## config.mk

```make
export PLATFORM = sky130hd
export DESIGN_NAME = dsp48_mac_sequencer_flat
export DESIGN_NICKNAME = d
export VERILOG_FILES = /design/src/rtl/dsp48_pkg.sv /design/src/rtl/dsp48_mac_sequencer_if.sv /design/src/rtl/dsp48_delay_line.sv /design/src/rtl/dsp48_mac_sequencer.sv /design/src/flat_wrapper.sv
export SDC_FILE = /design/constraint.sdc
export NUM_CORES = 1
export LEC_CHECK = 0
export CORE_MARGIN = 5
export CORE_UTILIZATION = 41
export CTS_BUF_LIST = sky130_fd_sc_hd__clkbuf_4 sky130_fd_sc_hd__clkbuf_8
export DETAILED_ROUTE_END_ITERATION = 10
export HOLD_SLACK_MARGIN = 0.05
export PLACE_DENSITY = 0.95
export SLEW_MARGIN = 5
export SYNTH_ARGS = -nofsm -noshare
export SYNTH_HDL_FRONTEND = slang
export SYNTH_SLANG_ARGS = --single-unit
```

## constraint.sdc

```tcl
create_clock -name clk -period 3.44 [get_ports clk]
set_input_delay 0.688 -clock clk [delete_from_list [all_inputs] [get_ports clk]]
set_output_delay 0.688 -clock clk [all_outputs]
set_load 0.02 [all_outputs]
```

## src/rtl/dsp48_pkg.sv

```systemverilog
`default_nettype none
// +----------------------------------------------------------------------+
// | dsp48_pkg                                                            |
// | OPMODE encodings, sequencer states and default slice timing.         |
// | Rev 1.0                                                              |
// +----------------------------------------------------------------------+
package dsp48_pkg;

   // Pre-adder bypassed, post-adder add, CARRYIN=0 in all three encodings.
   localparam logic [7:0] OPM_FIRST = 8'b0000_0001;   // X=M, Z=0
   localparam logic [7:0] OPM_ACC   = 8'b0000_1001;   // X=M, Z=P
   localparam logic [7:0] OPM_HOLD  = 8'b0000_1000;   // X=0, Z=P

   localparam int DSP_LAT_DEF  = 3;
   localparam int OPM_SKEW_DEF = 1;

   localparam logic [2:0] ST_IDLE  = 3'd0;
   localparam logic [2:0] ST_CLR   = 3'd1;
   localparam logic [2:0] ST_RUN   = 3'd2;
   localparam logic [2:0] ST_DRAIN = 3'd3;
   localparam logic [2:0] ST_DONE  = 3'd4;

   typedef enum logic [2:0] {
      IDLE  = ST_IDLE,
      CLR   = ST_CLR,
      RUN   = ST_RUN,
      DRAIN = ST_DRAIN,
      DONE  = ST_DONE
   } state_t;

endpackage
`default_nettype wire

```

## src/rtl/dsp48_mac_sequencer_if.sv

```systemverilog
`default_nettype none
// +----------------------------------------------------------------------+
// | dsp48_mac_sequencer_if                                               |
// | Job, operand stream, result stream and slice pins of the sequencer.  |
// | Rev 1.0                                                              |
// +----------------------------------------------------------------------+
interface dsp48_mac_sequencer_if #(
   parameter int LEN_W = 8
) ();
   logic                start;
   logic [LEN_W-1:0]    len;
   logic                busy;
   logic                in_valid;
   logic                in_ready;
   logic signed [17:0]  in_a;
   logic signed [17:0]  in_b;
   logic [17:0]         dsp_a;
   logic [17:0]         dsp_b;
   logic [7:0]          dsp_opmode;
   logic                dsp_ce;
   logic                dsp_rst;
   logic [47:0]         dsp_p;
   logic                res_valid;
   logic                res_ready;
   logic [47:0]         res_data;

   modport master (
      output start, len, in_valid, in_a, in_b, res_ready, dsp_p,
      input  busy, in_ready, res_valid, res_data,
             dsp_a, dsp_b, dsp_opmode, dsp_ce, dsp_rst
   );

   modport slave (
      input  start, len, in_valid, in_a, in_b, res_ready, dsp_p,
      output busy, in_ready, res_valid, res_data,
             dsp_a, dsp_b, dsp_opmode, dsp_ce, dsp_rst
   );
endinterface
`default_nettype wire

```

## src/rtl/dsp48_delay_line.sv

```systemverilog
`default_nettype none
// +----------------------------------------------------------------------+
// | dsp48_delay_line                                                     |
// | DEPTH x WIDTH enabled shift register with fill value; DEPTH=0 wires. |
// | Rev 1.0                                                              |
// +----------------------------------------------------------------------+
module dsp48_delay_line #(
   parameter int               DEPTH = 1,
   parameter int               WIDTH = 8,
   parameter logic [WIDTH-1:0] FILL  = '0
) (
   input  wire              clk,
   input  wire              rst,
   input  wire              en,
   input  wire              clr,
   input  wire  [WIDTH-1:0] din,
   output logic [WIDTH-1:0] dout
);

   generate
      if (DEPTH == 0) begin : g_pass
         assign dout = din;
      end else begin : g_shift
         logic [WIDTH-1:0] r_sr [DEPTH];

         always_ff @(posedge clk or posedge rst) begin
            if (rst) begin
               for (int i = 0; i < DEPTH; i++) r_sr[i] <= FILL;
            end else if (clr) begin
               for (int i = 0; i < DEPTH; i++) r_sr[i] <= FILL;
            end else if (en) begin
               r_sr[0] <= din;
               for (int i = 1; i < DEPTH; i++) r_sr[i] <= r_sr[i-1];
            end
         end

         assign dout = r_sr[DEPTH-1];
      end
   endgenerate

endmodule
`default_nettype wire

```

## src/rtl/dsp48_mac_sequencer.sv

```systemverilog
`default_nettype none
// +----------------------------------------------------------------------+
// | dsp48_mac_sequencer                                                  |
// | Streams a dot-product job through one DSP48A1 and returns P.         |
// | Rev 1.0                                                              |
// +----------------------------------------------------------------------+
module dsp48_mac_sequencer
   import dsp48_pkg::*;
#(
   parameter int LEN_W    = 8,
   parameter int DSP_LAT  = DSP_LAT_DEF,
   parameter int OPM_SKEW = OPM_SKEW_DEF
) (
   input wire clk,
   input wire rst,
   dsp48_mac_sequencer_if.slave bus
);

   localparam logic [7:0] c_DRAIN_LOAD = 8'(DSP_LAT + OPM_SKEW - 1);

   state_t           r_state, w_next;
   logic [LEN_W-1:0] r_len, r_cnt, w_cnt_nxt;
   logic [7:0]       r_drain;
   logic [47:0]      r_res;
   logic             w_in_ready, w_ce, w_clr, w_accept, w_last;
   logic [7:0]       w_opm_in, w_opm_out, w_opmode;
   logic [17:0]      w_a, w_b;

   assign w_cnt_nxt = r_cnt + LEN_W'(1);
   assign w_accept  = bus.in_valid && w_in_ready;
   assign w_last    = w_accept && (w_cnt_nxt == r_len);
   assign w_opm_in  = (r_state != RUN) ? OPM_HOLD :
                      (r_cnt == '0)    ? OPM_FIRST : OPM_ACC;

   always_ff @(posedge clk or posedge rst) begin
      if (rst) r_state <= IDLE;
      else     r_state <= w_next;
   end

   always_comb begin
      w_next = r_state;
      case (r_state)
         IDLE:    if (bus.start) w_next = (bus.len != '0) ? CLR : DONE;
         CLR:     w_next = RUN;
         RUN:     if (w_last) w_next = DRAIN;
         DRAIN:   if (r_drain == 8'd0) w_next = DONE;
         DONE:    if (bus.res_ready) w_next = IDLE;
         default: w_next = IDLE;
      endcase
   end

   // A bubble drops CE, freezing the slice and the OPMODE skew together.
   always_comb begin
      w_in_ready = 1'b0;
      w_ce       = 1'b0;
      w_clr      = 1'b0;
      w_a        = '0;
      w_b        = '0;
      case (r_state)
         CLR:   w_clr = 1'b1;
         RUN: begin
            w_in_ready = (r_cnt != r_len);
            w_ce       = bus.in_valid && w_in_ready;
            w_a        = bus.in_a;
            w_b        = bus.in_b;
         end
         DRAIN: w_ce = 1'b1;
         default: ;
      endcase
      w_opmode = (r_state == IDLE) ? 8'h00 : w_opm_out;
   end

   always_ff @(posedge clk or posedge rst) begin
      if (rst) begin
         r_len   <= '0;
         r_cnt   <= '0;
         r_drain <= '0;
         r_res   <= '0;
      end else begin
         case (r_state)
            IDLE: if (bus.start) begin
               r_len <= bus.len;
               r_cnt <= '0;
               if (bus.len == '0) r_res <= '0;
            end
            RUN: if (w_accept) begin
               r_cnt   <= w_cnt_nxt;
               r_drain <= c_DRAIN_LOAD;
            end
            DRAIN: begin
               if (r_drain == 8'd0) r_res   <= bus.dsp_p;
               else                 r_drain <= r_drain - 8'd1;
            end
            default: ;
         endcase
      end
   end

   dsp48_delay_line #(
      .DEPTH (OPM_SKEW),
      .WIDTH (8),
      .FILL  (OPM_HOLD)
   ) u_opm_skew (
      .clk  (clk),
      .rst  (rst),
      .en   (w_ce),
      .clr  (w_clr),
      .din  (w_opm_in),
      .dout (w_opm_out)
   );

   assign bus.in_ready   = w_in_ready;
   assign bus.dsp_ce     = w_ce;
   assign bus.dsp_rst    = rst | w_clr;
   assign bus.dsp_a      = w_a;
   assign bus.dsp_b      = w_b;
   assign bus.dsp_opmode = w_opmode;
   assign bus.busy       = (r_state != IDLE);
   assign bus.res_valid  = (r_state == DONE);
   assign bus.res_data   = r_res;

endmodule
`default_nettype wire
```

## src/flat_wrapper.sv

```systemverilog
// flat-port wrapper written by rule: the top's interface ports become plain ports
module dsp48_mac_sequencer_flat import dsp48_pkg::*;
#(
   parameter int LEN_W    = 8,
   parameter int DSP_LAT  = DSP_LAT_DEF,
   parameter int OPM_SKEW = OPM_SKEW_DEF
)
  (clk, rst, bus_start, bus_len, bus_in_valid, bus_in_a, bus_in_b, bus_res_ready, bus_dsp_p, bus_busy, bus_in_ready, bus_res_valid, bus_res_data, bus_dsp_a, bus_dsp_b, bus_dsp_opmode, bus_dsp_ce, bus_dsp_rst);
  dsp48_mac_sequencer_if #(.LEN_W(LEN_W)) bus_i ();
  input wire clk;
  input wire rst;
  input wire logic [$bits(bus_i.start)-1:0] bus_start;
  input wire logic [$bits(bus_i.len)-1:0] bus_len;
  input wire logic [$bits(bus_i.in_valid)-1:0] bus_in_valid;
  input wire logic [$bits(bus_i.in_a)-1:0] bus_in_a;
  input wire logic [$bits(bus_i.in_b)-1:0] bus_in_b;
  input wire logic [$bits(bus_i.res_ready)-1:0] bus_res_ready;
  input wire logic [$bits(bus_i.dsp_p)-1:0] bus_dsp_p;
  output wire logic [$bits(bus_i.busy)-1:0] bus_busy;
  output wire logic [$bits(bus_i.in_ready)-1:0] bus_in_ready;
  output wire logic [$bits(bus_i.res_valid)-1:0] bus_res_valid;
  output wire logic [$bits(bus_i.res_data)-1:0] bus_res_data;
  output wire logic [$bits(bus_i.dsp_a)-1:0] bus_dsp_a;
  output wire logic [$bits(bus_i.dsp_b)-1:0] bus_dsp_b;
  output wire logic [$bits(bus_i.dsp_opmode)-1:0] bus_dsp_opmode;
  output wire logic [$bits(bus_i.dsp_ce)-1:0] bus_dsp_ce;
  output wire logic [$bits(bus_i.dsp_rst)-1:0] bus_dsp_rst;
  assign bus_i.start = bus_start;
  assign bus_i.len = bus_len;
  assign bus_i.in_valid = bus_in_valid;
  assign bus_i.in_a = bus_in_a;
  assign bus_i.in_b = bus_in_b;
  assign bus_i.res_ready = bus_res_ready;
  assign bus_i.dsp_p = bus_dsp_p;
  assign bus_busy = bus_i.busy;
  assign bus_in_ready = bus_i.in_ready;
  assign bus_res_valid = bus_i.res_valid;
  assign bus_res_data = bus_i.res_data;
  assign bus_dsp_a = bus_i.dsp_a;
  assign bus_dsp_b = bus_i.dsp_b;
  assign bus_dsp_opmode = bus_i.dsp_opmode;
  assign bus_dsp_ce = bus_i.dsp_ce;
  assign bus_dsp_rst = bus_i.dsp_rst;
  dsp48_mac_sequencer #(.LEN_W(LEN_W), .DSP_LAT(DSP_LAT), .OPM_SKEW(OPM_SKEW)) u_core (.clk(clk), .rst(rst), .bus(bus_i));
endmodule
```

**Word level (Yosys, flattened, before mapping)**

Cells that the tools add are included.
W data, S select, Z words.

- Add/sub/neg operators: 2
- Eq/ne operators: 14
- Mux-type cells: 26
- Bitwise operators: 1
- Reductions and logical operators: 18

Operator list:

| operator | number |
|---|---|
| $mux W48 | 3 |
| $pmux W48 S2 | 1 |
| $mux W8 | 8 |
| $mux W18 | 2 |
| $pmux W8 S2 | 2 |
| $logic_not A8 Y1 | 3 |
| $mux W3 | 5 |
| $pmux W3 S5 | 1 |
| $add A8 B1 Y8 const B | 1 |
| $eq A8 B8 Y1 | 1 |
| $ne A2 B2 Y1 const B | 4 |
| $ne A8 B8 Y1 | 1 |
| $reduce_and A4 Y1 | 2 |
| $reduce_bool A2 Y1 | 4 |
| $reduce_bool A8 Y1 | 1 |
| $sub A8 B1 Y8 const B | 1 |
| $eq A3 B2 Y1 const B | 2 |
| $ne A2 B1 Y1 const B | 3 |
| $reduce_and A3 Y1 | 2 |
| $mux W4 | 1 |
| $eq A3 B1 Y1 const B | 1 |
| $eq A3 B3 Y1 const B | 1 |
| $logic_and A1 B1 Y1 | 3 |
| $logic_not A3 Y1 | 1 |
| other kinds (6) | 7 |

- Register bits: 83
- Input bits: 97

**Longest topological paths before layout**

Gate-level depths: netlist of the first run.

- Depth in word-level cells: 6
- Depth in mapped cells: 8

**Cells and area by module**

A second synthesis of the first run with hierarchy kept.

- Cell total of the unflattened synthesis: 353
- Area total of the unflattened synthesis: 3938.8 µm²

Modules (own cells, without submodules):

| module | times used | cells an instance | area an instance (µm²) | sequential area each (µm²) |
|---|---|---|---|---|
| dsp48_mac_sequencer | 1 | 326 | 3604.7 | 1876.8 |
| dsp48_delay_line | 1 | 27 | 334.1 | 201.4 |

**Worst setup path after synthesis of the first run**

OpenSTA, ideal clock, no wires.

- Path kind: input -> output
- Start: in rst
- End: out bus_dsp_rst
- Arrival: 3.066 ns
- Required time: 2.752 ns
- Path slack: -0.314 ns
- Cell stages on the path: 2
- Cell sequence: inv_1 o21ai_0

- Longest elaborated chain between the ends: 1

RTL lines:

| element | RTL line | text |
|---|---|---|
| start, declared | flat_wrapper.sv:11 | `input wire rst;` |
| $or A1 B1 Y1 | dsp48_mac_sequencer.sv:114 | `assign bus.dsp_rst = rst \| w_clr;` |
| end, declared | flat_wrapper.sv:27 | `output wire logic [$bits(bus_i.dsp_rst)-1:0] bus_dsp_rst;` |

No other way between the ends.

**Final worst setup path of the first run**

- Start: reg u_core.r_cnt[2]
- End: out bus_in_ready

- Longest elaborated chain between the ends: 2

RTL lines:

| element | RTL line | text |
|---|---|---|
| start, declared | dsp48_mac_sequencer.sv:22 | `logic [LEN_W-1:0] r_len, r_cnt, w_cnt_nxt;` |
| start signal, assigned | dsp48_mac_sequencer.sv:87 | `r_cnt <= w_cnt_nxt;` |
| $ne A8 B8 Y1 | dsp48_mac_sequencer.sv:62 | `w_in_ready = (r_cnt != r_len);` |
| $mux W1 | dsp48_mac_sequencer.sv:59 | `case (r_state)` |
| end, declared | flat_wrapper.sv:20 | `output wire logic [$bits(bus_i.in_ready)-1:0] bus_in_ready;` |

No other way between the ends.

==> impl_metrics.csv, run 1 <==
group,metric,value,unit
yosys,yosys_warnings,0,
clock_network,cts_root_buf,"clkbuf_8",
placed_design,place_inst,603,
setup_path,cp.required,2.75,ns
setup_path,path_class,"reg -> out",
route,drt-total-wl,10.74,mm
sta,rsz0062_at_grt,"false",
clock_network,cts_inserted_buffers,9,
setup_path,reg2reg_slack,1.13,ns
sta,setup_violations,0,
floorplan,start_util,41.84,%
run_status,outcome,"finished clean",
worst_hold_path,holdPathEnd,"u_core.bus.res_data[11]",
grt,track_usage,19.89,%
yosys,synth_cell_types,46,
route,wl_per_cell,17.38,um
sta,worstMarginPinSlew,0.9337,ns
clock_network,postCtsResizedCells,0,
route,first_pass_iters,4,
setup_path,r2r_cells,5,
pwr,vdd.ir_drop.worst,0.2699,mV
pwr,leakage,2.534,nW
clock_network,cts_setup_buffers,0,
sta,setup_tns,0,ns
finish,final_cells,618,
floorplan,die-width,104.1,um
sta,max_freq,0.3261,GHz
clock_network,cts.sinks,77,
route,vias_per_cell,5.201,
grt,first_global_vias,3477,
finish,n_antenna_cell,0,
yosys,synth_area,3631,sq um
floorplan,top_level_ports,194,
finish,area_growth,60.99,%
grt,gr-total-overflow,0,
grt,grt_max_degree,78,
route,drt-initial-drc-count,144,
worst_hold_path,min_path_cells,1,
sta,min_period_over_period,89.15,%
route,antenna_left,0,
worst_hold_path,hold_class,"reg -> reg",
worst_hold_path,min_from,"u_core.bus.res_data[11]",
placed_design,finalWeightedCongestion,0.9651,
floorplan,rows,34,
route,vias,3214,
yosys,synth_most_common_cell,"dfrtp_1",
grt,antenna_found_initial,0,
yosys,syn_area_per_cell,11.24,sq um
floorplan,coreArea,8678,sq um
finish,drive_gt1_share,7.843,%
yosys,synth_top_area_share,52.38,%
sta,slew_viol_final,0,
yosys,ys_seq_area_share,53.10,%
yosys,synth_area_leaders,"dfrtp_1 (52%), a22o_1 (12%), and2_1 (6.2%), xor2_1 (3.1%), mux2_2 (2.5%)",
yosys,syn_inst,323,
setup_path,r2r-end,"u_core.bus.res_data[22]",
clock_network,cts_tree,"yes",
yosys,ys_ff_latch,77,
sta,skew,0.008623,ns
grt,grt_pass1_wl,17.75,mm
sta,finalHoldViolations,0,
setup_path,worst-endpoint-arrival,2.38,ns
finish,final_net_count,607,
sta,maxSlewHeadroom,37.46,%
finish,fillCellCount,611,
clock_network,clockBufferDepth,2,
placed_design,port_buffers,187,
clock_network,htree_levels,3,
setup_path,endpoint_kind,"primary output",
clock_network,holdBufCountCts,0,
yosys,synth-edff-count,0,
placed_design,dp.final_hpwl,8.233,mm
yosys,yosys.area.top_type,"dfrtp_1",
pwr,power_per_cell_area,569.3,nW/um^2
yosys,synthArstFlopShare,100.0,%
clock_network,clock_latency,0.34,ns
sta,period_minus_slack,3.067,ns
yosys,synth-main-ff-cell,"dfrtp_1",
clock_network,clk_pin_slew,0.08,ns
yosys,netlist_top_cells_count,"dfrtp_1 (76), a22o_1 (48), and2_1 (36), nor2_1 (15), nand2_1 (14)",
floorplan,die_y,104.1,um
setup_path,cp_max_fo,12,
job,maxCapViolations,0,
floorplan,die_area,10840,sq um
route,drc,0,
setup_path,r2r_start,"u_core.r_drain[5]",
setup_path,start_kind,"register",
flip-flops by register name, indices dropped and copies added, names as in the netlist:
| signal | flops |
|---|---|
| u_core.r_state | 3 |
| u_core.r_drain | 8 |
| u_core.bus.res_data | 48 |
| u_core.r_cnt | 8 |
| u_core.u_opm_skew.dout | 2 |
| u_core.r_len | 8 |
cell families after synthesis:
group           count (synthesis)  synth area share (%)
other cells                     1                0.1033
simple gates                  102                 15.75
flops                          77                 53.10
fa+ha+maj                       4                 1.378
compound gates                 74                 16.64
mux                            11                 3.308
buf+inv                        34                 4.893
xor+xnor                       20                 4.824
layout by cell type (no fill, tap or decap), drive strengths merged, types with 3 or more instances in the layout:
master           n
nor2            15
conb             6
bufinv           3
clkbuf          10
inv              7
dfrtp           76
nand3            7
xnor2            7
xor2            13
ha               4
o211ai           4
clkdlybuf4s50  185
o31ai            4
nor3             7
mux2i            3
nand4            4
nand2           14
and2            37
o21ai            7
mux2             8
a21oi            4
nor4             3
nor2b            3
a22o            48
buf              9
layer usage:
metal	global-route usage, %	wire, um	vias to the layer above	share of wire [%]
li1	-	-	1502	-
met1	23.63	4296	1499	40
met2	33.56	5240	188	49
met3	5.959	933	25	8.7
met4	8.048	270	0	2.5
met5	0	0	-	0
critical path: stages (launching register included):
cell and delay [ns]:
dfrtp_1 0.51, xor2_1 0.20, or4_4 0.57, o21a_1 0.22, clkdlybuf4s50_1 0.54
through the flow:
| step | instance area, sq um | setup slack (ns) | total power [W] | utilization (%) | hold slack [ns] |
|---|---|---|---|---|---|
| 5_1_grt | 5846 | 0.2352 | 0.003501 | 67.36 | 0.5246 |
| 3_3_place_gp | 5600 | 0.7726 | 0.002468 | 64.53 | 0.4630 |
| 3_5_place_dp | 5600 | 0.7295 | 0.002520 | 64.53 | 0.4810 |
| 6_report | 5846 | 0.3733 | 0.003328 | 67.36 | 0.5018 |
| 4_1_cts | 5846 | 0.3648 | 0.003352 | 67.36 | 0.5079 |
| 2_1_floorplan | 3654 | 0.3727 | 0.001907 | - | 0.4392 |
worst max path at each step:
stage	start	end	slack, ns	depth (start not counted)
3_5_place_dp	u_core.r_cnt[2]	bus_in_ready	0.73	4
3_3_place_gp	u_core.r_cnt[2]	bus_in_ready	0.77	4
6_report	u_core.r_cnt[2]	bus_in_ready	0.37	4
4_1_cts	u_core.r_cnt[2]	bus_in_ready	0.36	4
5_1_grt	u_core.r_state[1]	bus_dsp_b[2]	0.24	5
2_1_floorplan	rst	bus_dsp_rst	0.37	2
report_power, final:
part           total [W]  leakage (nW)  internal (W)  switching, W
registers        0.00113          1.04       0.00101      0.000111
logic            0.00137          1.37      0.000664      0.000706
clock network   0.000832         0.123      0.000502      0.000330
cell type report:
class,instances,area (sq um),area share (%)
Timing Repair Buffer,194,1944,33.26
Inverter,7,30.03,0.5137
Sequential cell,77,1928,32.98
Clock inverter,5,107.6,1.841
Tap cell,108,135.1,2.312
Clock buffer,10,137.6,2.354
Multi-Input combinational cell,217,1563,26.73
Power figures use the tool's default switching activity.
==> run 2, diff against run 1 <==
--- a/config.mk
+++ b/config.mk
@@ -5,8 +5,9 @@
 export SDC_FILE = /design/constraint.sdc
 export NUM_CORES = 1
 export LEC_CHECK = 0
+export ABC_CLOCK_PERIOD_IN_PS = 3440
 export CORE_MARGIN = 5
-export CORE_UTILIZATION = 41
+export CORE_UTILIZATION = 42
 export CTS_BUF_LIST = sky130_fd_sc_hd__clkbuf_4 sky130_fd_sc_hd__clkbuf_8
 export DETAILED_ROUTE_END_ITERATION = 10
 export HOLD_SLACK_MARGIN = 0.05
@@ -14,4 +15,5 @@
 export SLEW_MARGIN = 5
 export SYNTH_ARGS = -nofsm -noshare
 export SYNTH_HDL_FRONTEND = slang
+export SYNTH_HIERARCHICAL = 1
 export SYNTH_SLANG_ARGS = --single-unit
==> constraint.sdc (replaced) <==
create_clock -name clk -period 3.44 [get_ports clk]
set_input_delay 0.86 -clock clk [delete_from_list [all_inputs] [get_ports clk]]
set_output_delay 0.86 -clock clk [all_outputs]
set_load 0.02 [all_outputs]
==> run 2 against run 1 <==
Via count grew 7.8%. Clock skew is 0.0016 ns higher. Routed wire length grew 1.6%. Sequential power rose by 19%. Combinational power is 55% higher. Final cell count increased by 6.8%. Worst hold slack improved by 0.0086 ns. First-iteration DRC count down 3.5%. Clock power is 22% lower. Synthesized cell count up 9.3%. Worst setup slack lost 0.082 ns. Critical path type unchanged. Critical endpoint is now bus_dsp_ce.
==> impl_metrics.csv, run 2 <==
group,metric,value,unit
clock_network,postCtsResizedCells,0,
sta,max_freq,0.3176,GHz
pwr,clockPowerShare,15.7,%
yosys,synth_area,3939,sq um
sta,worstMarginPinSlew,1.046,ns
yosys,synthSimpleGateAreaFrac,16.96,%
pwr,switching_share,38.56,%
floorplan,die_y,106.8,um
sta,rsz0062_at_grt,"false",
setup_path,crit_start,"u_core/r_cnt[7]",
finish,largest_reg_flops,48,
route,drt-initial-drc-count,139,
finish,area_growth,57.08,%
route,antenna_left,0,
pwr,pwr-share-comb,51.5,%
sta,skew,0.01025,ns
clock_network,cts_inserted_buffers,9,
floorplan,start_util,42.83,%
setup_path,reg2reg_slack,1.28,ns
grt,gr-total-overflow,0,
clock_network,clockBufferDepth,2,
route,wl_met1,4.336,mm
yosys,synth-main-ff-cell,"dfrtp_1",
sta,period_minus_slack,3.149,ns
grt,first_global_vias,3642,
route,drt-total-wl,10.92,mm
yosys,netlist_top_cells_count,"dfrtp_1 (82), a22o_1 (48), and2_1 (44), nor2_1 (21), buf_2 (13)",
sta,setup_violations,0,
route,dr_wl_met2,5.310,mm
yosys,yosys.area.top_type,"dfrtp_1",
route,vias,3465,
worst_hold_path,holdPathEnd,"u_core/r_drain[0]",
setup_path,start_kind,"register",
yosys,syn_inst,353,
grt,grt_pass1_wl,17.51,mm
floorplan,coreArea,9196,sq um
clock_network,htree_levels,3,
clock_network,clock_latency,0.34,ns
setup_path,cp_max_fo,4,
route,wl_per_cell,16.54,um
worst_hold_path,hold_class,"reg -> reg",
setup_path,path_class,"reg -> out",
yosys,synth-edff-count,0,
route,drc,0,
yosys,synth_cell_types,45,
setup_path,r2r_cells,4,
pwr,leakage,2.677,nW
clock_network,holdBufCountCts,0,
worst_hold_path,min_path_cells,1,
yosys,muxShareOfSynthArea,4.828,%
yosys,synth_area_leaders,"dfrtp_1 (52%), a22o_1 (11%), and2_1 (7.0%), mux2i_1 (2.5%), mux2_2 (2.3%)",
setup_path,cp.required,2.58,ns
setup_path,worst-endpoint-arrival,2.29,ns
yosys,synth_most_common_cell,"dfrtp_1",
route,vias_per_cell,5.250,
setup_path,r2r_start,"u_core/r_drain[2]",
yosys,yosys_warnings,6,
clock_network,cts_setup_buffers,0,
placed_design,postPlaceCellArea,5998,sq um
yosys,synth_top_family_by_area,"simple AND/OR/NAND/NOR gates",
finish,mostFrequentLayoutCell,"clkdlybuf4s50_1",
finish,fin_area,6187,sq um
placed_design,dp.final_hpwl,8.362,mm
placed_design,finalWeightedCongestion,0.9159,
sta,hold_ws,0.5103,ns
route,wl_met3,1.115,mm
pwr,power_per_cell_area,665.3,nW/um^2
yosys,ys_seq_area_share,52.76,%
grt,track_usage,19.04,%
placed_design,port_buffers,193,
pwr,vdd.ir_drop.worst,0.2700,mV
clock_network,cts_tree,"yes",
finish,final_net_count,645,
floorplan,die_area,11410,sq um
setup_path,endpoint_kind,"primary output",
sta,slew_viol_final,0,
clock_network,cts_root_buf,"clkbuf_8",
grt,antenna_found_initial,0,
finish,layout_common_cells,"clkdlybuf4s50_1 (193), dfrtp_1 (82), a22o_1 (48)",
setup_path,r2r-end,"u_core/bus.res_data[40]",
sta,finalHoldViolations,0,
yosys,synth_top_area_share,52.10,%
floorplan,rows,35,
clock_network,cts.sinks,83,
finish,drive_gt1_share,7.468,%
pwr,p_int,0.002529,W
sta,maxSlewHeadroom,30.09,%
yosys,synth-xor-area-share,3.780,%
yosys,synth_compound_area_share,16.07,%
route,top_layer,"met4",
pwr,seqPwrFrac,32.9,%
sta,setup_tns,0,ns
finish,n_antenna_cell,0,
sta,min_period_over_period,91.54,%
job,maxCapViolations,0,
worst_hold_path,min_from,"u_core/r_drain[0]",
run_status,outcome,"finished clean",
floorplan,die-width,106.8,um
yosys,ys_ff_latch,83,
grt,grt_max_degree,76,
clock_network,clk_pin_slew,0.08,ns
route,first_pass_iters,4,
yosys,synthArstFlopShare,100.0,%
floorplan,top_level_ports,194,
yosys,syn_area_per_cell,11.16,sq um
yosys,synth_fa_ha_area_share,1.271,%
finish,fillCellCount,689,
pwr,p_sw,0.001587,W
run 2: stage by stage:
step	total power [W]	cells	worst slack (ns)	util, %
finish	0.004117	660	0.2910	67.28
global route	0.004368	660	0.1616	67.28
CTS	0.004155	660	0.2911	67.28
detailed placement	0.003500	644	0.3390	65.22
global placement	0.003426	644	0.3360	65.22
floorplan	0.002583	358	0.6700	-
run 2: cell families after synthesis:
group,Yosys count
compound gates,79
xor+xnor,17
fa+ha+maj,4
buf+inv,36
flops,83
mux,18
other cells,1
simple gates,115
run 2: how the worst max path moves through the flow:
stage / endpoint / slack (ns) / cells after the start
2_1_floorplan: u_core/bus.res_data[0] / 0.67 / 1
4_1_cts: bus_dsp_ce / 0.29 / 5
5_1_grt: bus_dsp_ce / 0.16 / 5
3_3_place_gp: bus_dsp_ce / 0.34 / 4
3_5_place_dp: bus_dsp_ce / 0.34 / 4
6_report: bus_dsp_ce / 0.29 / 5
run 2: layout make-up:
class | count | area (sq um) | area share (%)
flip-flops and latches | 83 | 2078 | 33.59
well taps | 111 | 138.9 | 2.245
repair buffers | 201 | 2017 | 32.60
inverters | 10 | 37.54 | 0.6067
clock inverters | 5 | 37.54 | 0.6067
multi-input cells | 239 | 1727 | 27.91
clock buffers | 11 | 151.4 | 2.447
run 2: routing by layer:
metal | global-route usage [%] | vias to the layer above
li1 | - | 1626
met5 | 0 | -
met2 | 33.59 | 186
met1 | 21.97 | 1636
met4 | 6.210 | 0
met3 | 5.900 | 17
run 2: power by group through the flow:
stage          registers (W)  clock network, W  logic [W]
2_1_floorplan        0.00138                 0    0.00120
3_3_place_gp         0.00136                 0    0.00207
3_5_place_dp         0.00137                 0    0.00213
4_1_cts              0.00135          0.000664    0.00214
5_1_grt              0.00138          0.000706    0.00228
6_report             0.00135          0.000645    0.00212
run 2: critical path, cell delays in order (launching register included):
cell	delay [ns]
dfrtp_1	0.43
xnor2_1	0.33
nand4_1	0.22
o211ai_1	0.30
nand2_1	0.11
clkdlybuf4s50_1	0.57
